**src/rtl/branch_cond_unit.sv**
```systemverilog
// Branch condition unit: captures ALU compare flags, evaluates a branch
// condition against them and holds the resolved next PC in a one-entry
// output register with valid/ready handshake. Counts taken branches delivered.
// Optional build macro: BRCOND_FWD_EN -- a compare result arriving in the same
// cycle as a branch is forwarded into the evaluation instead of blocking it.
module branch_cond_unit #(
    parameter int unsigned AW = 8
) (
    input  logic          clk,
    input  logic          rst_n,
    input  logic          flag_we,
    input  logic          eq,
    input  logic          lt,
    input  logic          gt,
    input  logic          flush,
    input  logic          br_valid,
    output logic          br_ready,
    input  logic [2:0]    br_cond,
    input  logic [AW-1:0] br_target,
    input  logic [AW-1:0] br_fallthru,
    output logic          res_valid,
    input  logic          res_ready,
    output logic          res_taken,
    output logic [AW-1:0] res_pc,
    output logic [2:0]    flags_q,
    output logic          flags_vld,
    output logic [7:0]    taken_cnt
);

    localparam int unsigned CW = 8;

    localparam logic [2:0] C_EQ     = 3'b000;
    localparam logic [2:0] C_NE     = 3'b001;
    localparam logic [2:0] C_LT     = 3'b010;
    localparam logic [2:0] C_LE     = 3'b011;
    localparam logic [2:0] C_GT     = 3'b100;
    localparam logic [2:0] C_GE     = 3'b101;
    localparam logic [2:0] C_ALWAYS = 3'b110;

    typedef enum logic {
        EMPTY = 1'b0,
        FULL  = 1'b1
    } state_e;

    state_e     state_q;
    logic [2:0] eval_flags_c;
    logic       cond_true_c;
    logic       stall_c;
    logic       accept_c;
    logic       drain_c;

    assign res_valid = (state_q == FULL);

    // Select flags for evaluation, resolve the condition, derive handshake.
    always_comb begin
        eval_flags_c = flags_q;
`ifdef BRCOND_FWD_EN
        if (flag_we) begin
            eval_flags_c = {eq, lt, gt};
        end
`endif
        case (br_cond)
            C_EQ:     cond_true_c = eval_flags_c[2];
            C_NE:     cond_true_c = !eval_flags_c[2];
            C_LT:     cond_true_c = eval_flags_c[1];
            C_LE:     cond_true_c = eval_flags_c[1] | eval_flags_c[2];
            C_GT:     cond_true_c = eval_flags_c[0];
            C_GE:     cond_true_c = eval_flags_c[0] | eval_flags_c[2];
            C_ALWAYS: cond_true_c = 1'b1;
            default:  cond_true_c = 1'b0;
        endcase

        // Flag-dependent conditions wait until some compare has been seen.
        stall_c  = (br_cond <= C_GE) && !flags_vld && !flag_we;
        br_ready = (!res_valid || res_ready) && !flush && !stall_c;
`ifdef BRCOND_FWD_EN
`else
        // Without forwarding, a branch must see the flags after they settle.
        if (flag_we) begin
            br_ready = 1'b0;
        end
`endif
        accept_c = br_valid && br_ready;
        drain_c  = res_valid && res_ready;
    end

    // Flag register, output-stage FSM, result payload and taken counter.
    always_ff @(posedge clk or negedge rst_n) begin
        if (!rst_n) begin
            state_q   <= EMPTY;
            res_taken <= 1'b0;
            res_pc    <= '0;
            flags_q   <= 3'b000;
            flags_vld <= 1'b0;
            taken_cnt <= '0;
        end else begin
            if (flag_we) begin
                flags_q   <= {eq, lt, gt};
                flags_vld <= 1'b1;
            end

            case (state_q)
                EMPTY: begin
                    if (!flush && accept_c) begin
                        state_q <= FULL;
                    end
                end
                FULL: begin
                    if (flush) begin
                        state_q <= EMPTY;
                    end else if (drain_c && !accept_c) begin
                        state_q <= EMPTY;
                    end
                end
                default: state_q <= EMPTY;
            endcase

            if (!flush && accept_c) begin
                res_taken <= cond_true_c;
                res_pc    <= cond_true_c ? br_target : br_fallthru;
            end

            if (drain_c && res_taken && !flush) begin
                taken_cnt <= taken_cnt + CW'(1);
            end
        end
    end

endmodule

```
**config.mk**
```make
export PLATFORM = sky130hd
export DESIGN_NAME = branch_cond_unit
export DESIGN_NICKNAME = d
export VERILOG_FILES = /design/src/rtl/branch_cond_unit.sv
export SDC_FILE = /design/constraint.sdc
export NUM_CORES = 1
export LEC_CHECK = 0
export ABC_AREA = 0
export BUFFER_PORTS_ARGS = -buffer_cell sky130_fd_sc_hd__buf_2
export CAP_MARGIN = 25
export CORE_MARGIN = 2
export CORE_UTILIZATION = 41
export DETAILED_ROUTE_END_ITERATION = 16
export GPL_TIMING_DRIVEN = 1
export PLACE_DENSITY = 0.74
export SLEW_MARGIN = 20
export SYNTH_ARGS = -nofsm -noshare
export SYNTH_HDL_FRONTEND = slang
export SYNTH_SLANG_ARGS = --single-unit
export TNS_END_PERCENT = 30
```
**constraint.sdc**
```tcl
create_clock -name clk -period 1.75 [get_ports clk]
set_clock_uncertainty 0.15 [all_clocks]
set_input_delay 0.2625 -clock clk [delete_from_list [all_inputs] [get_ports clk]]
set_output_delay 0.2625 -clock clk [all_outputs]
set_load 0.1 [all_outputs]
```
==> metrics.txt <==
ratio of cells with drive above 1 in the final layout 0.566; Tcrit/Tclk final 0.978; fin. max-slew vios 0; GRT Util Overall 0.179; status complete, no violations; TritonCTS clock tree yes; clock sink count 22; Residual DRC 0; complex-gate fraction of the synthesized area 0.143; required time of the critical path 1.34 ns; unrepaired setup endpoints after global routing true; CTS clk-pin slew, worst paths 0.11 ns; Max-Slew Margin vs Limit 0.673; Clock Latency Late Sink 0.31 ns; max capacitance violation total 0; initial core utilization 0.438; routed len/inst 14.7 µm; IO Port Bufs 50; Slew @ Worst Pin 0.491 ns; r2r worst-path depth 4; crit end category output pin; Total Neg Setup Slack 0 ns; hold depth 2; Post-Synth Simple-Gate Area 0.215; mux cell area share after synthesis 0.0407; clk root buf clkbuf_4; Hold Crit Class in2reg; crit start category flip-flop; GR Overflow Total 0; CP startpoint flags_vld; Worst Hold End res_valid; reg2reg start flags_q[2]; first-pass GRT wire length 4410 µm; Final Hold Fails 0; largest net degree at the start of global routing 23; critical path class reg2out; min cycle time layout 1.71 ns; Final setup viols 0; Unique masters post-synth 29; Worst VDD drop 1.02 mV; CTS Buf Count 3; Vias/cell 5.23; # H-tree levels 1; warnings from Yosys 0; Die W 55.9 µm; die area 3130 µm²; total power 1830 µW; Mapped Nets 128; nets@finish 182; ant diodes 0; Rows 18; syn_area_per_cell 11.2 µm²; largest family of logic cells by synthesized area simple AND/OR/NAND/NOR gates; static leakage 0.000747 µW; boundary pin count 51; post-route ant nets 0; Die Height 55.9 µm; Std-Cell Core Area 2520 µm²; crit path max fanout 3; Final Util 0.599; Hold Path Origin flush; Multi-input gate area 561 µm²; RR Endpoint res_pc[3]; area grow syn2layout 36.7%; drt first pass iters 4; Routed WL 2680 µm; PwrDens 1210 nW/µm²; fmax 584 MHz; CTS Buffer Depth 2; Adder-Cell Fraction of Synth Area 0.0113; Vias 951; dpl hpwl 1970 µm; gpl congestion 0.763; FILL cells 226; Synth Register Bits 22; vias in the first global route 981; Arr. time, crit path 1.30 ns; XOR/XNOR share of the synthesized area 0.0554; antenna violations before repair 0; register area 568 µm²; R2R setup slack 0.09 ns; Mapped Cells 99; Post-Syn Area 1110 µm²; sequential area share after synthesis 0.498; DR iter-0 viols 11
kinds of logic (layout without fill, tap and decap cells):
family	after synthesis	after routing
multiplexers	4	4
AO/OA/AOI/OAI	15	15
adder cells (fa/ha/maj)	1	1
XOR/XNOR	7	7
flip-flops	22	22
AND/OR/NAND/NOR	43	43
buffers and inverters	7	60
layout make-up:
class                           count  area share
Tap cell                           30      0.0248
Multi-Input combinational cell     70       0.371
Timing Repair Buffer               55       0.202
Clock buffer                        4      0.0240
Inverter                            1     0.00248
Sequential cell                    22       0.376
how the worst max path moves through the flow:
stage	endpoint	slack [ns]	cells after the start
final	br_ready	0.04	3
after global routing	br_ready	-0.01	3
after CTS	br_ready	-0.009	3
after detailed placement	res_pc[6]	0.007	4
after global placement	res_pc[2]	0.05	4
after floorplan	res_pc[0]	-0.18	6
cells in the mapped netlist:
cell	count	area, µm²
dfrtp_1	22	551
nand2_1	18	67.6
nand4_1	11	68.8
o211ai_2	8	100
xnor2_1	5	43.8
clkbuf_1	4	15.0
mux2_2	4	45.0
and3_1	2	12.5
and4_1	2	17.5
buf_6	2	22.5
nand3_1	2	10.0
xor2_1	2	17.5
a21o_1	1	7.51
a21o_2	1	8.76
a21oi_1	1	5.00
a31oi_2	1	12.5
and2_4	1	8.76
and4b_1	1	10.0
ha_1	1	12.5
inv_1	1	3.75
nand2b_1	1	6.26
nand3b_1	1	7.51
nor2_1	1	3.75
nor4b_1	1	8.76
o21ai_0	1	5.00
o21ai_2	1	8.76
o311a_1	1	10.0
or2_2	1	6.26
or4b_1	1	10.0
metal layers:
layer,track usage,share of wire
met1,0.225,0.42
met2,0.304,0.49
met3,0.0628,0.085
met4,0.0306,0
met5,0,0
per-stage QoR:
step	std cells	worst slack, ns	hold slack (ns)	area, µm²
after global routing	182	-0.0123	0.0193	1510
final	182	0.0382	0.0218	1510
after floorplan	99	-0.181	-0.183	1130
after detailed placement	175	0.00661	0.104	1410
after CTS	181	-0.00873	0.00851	1480
after global placement	175	0.0459	0.0992	1410
flip-flops by register name, indices dropped and copies added, names as in the netlist:
| signal | cells |
|---|---|
| res_valid | 1 |
| flags_q | 3 |
| res_pc | 8 |
| flags_vld | 1 |
| res_taken | 1 |
| taken_cnt | 8 |
worst max-delay path, stage by stage, from the launching register on:
cell and delay [ns]:
dfrtp_4 0.49, a21o_4 0.19, and3_4 0.15, buf_12 0.16
layout by cell type, fill, tap and decap left out, types with 2 or more instances in the layout:
| cell type | synthesis | layout |
|---|---|---|
| buf_4 | 0 | 4 |
| mux2_2 | 4 | 4 |
| clkbuf_4 | 0 | 3 |
| nand4_1 | 11 | 11 |
| dfrtp_2 | 0 | 2 |
| nand3_1 | 2 | 2 |
| buf_2 | 0 | 49 |
| o211ai_2 | 8 | 8 |
| nand2_1 | 18 | 18 |
| dfrtp_1 | 22 | 16 |
| xor2_1 | 2 | 2 |
| dfrtp_4 | 0 | 4 |
| xnor2_1 | 5 | 5 |
power breakdown:
| part | switching, µW | internal (µW) | leakage, µW |
|---|---|---|---|
| Combinational | 737 | 165 | 0.000452 |
| Clock | 151 | 127 | 0.0000210 |
| Sequential | 56.5 | 590 | 0.000275 |
timing repair:
action,4_1_cts,5_1_grt
hold endpoints to repair,22,0
buffers inserted,1,1
pin swaps,0,2
setup endpoints to repair,8,10
gates resized for setup,3,4
hold buffers,1,0
(Power assumes the default switching activity.)
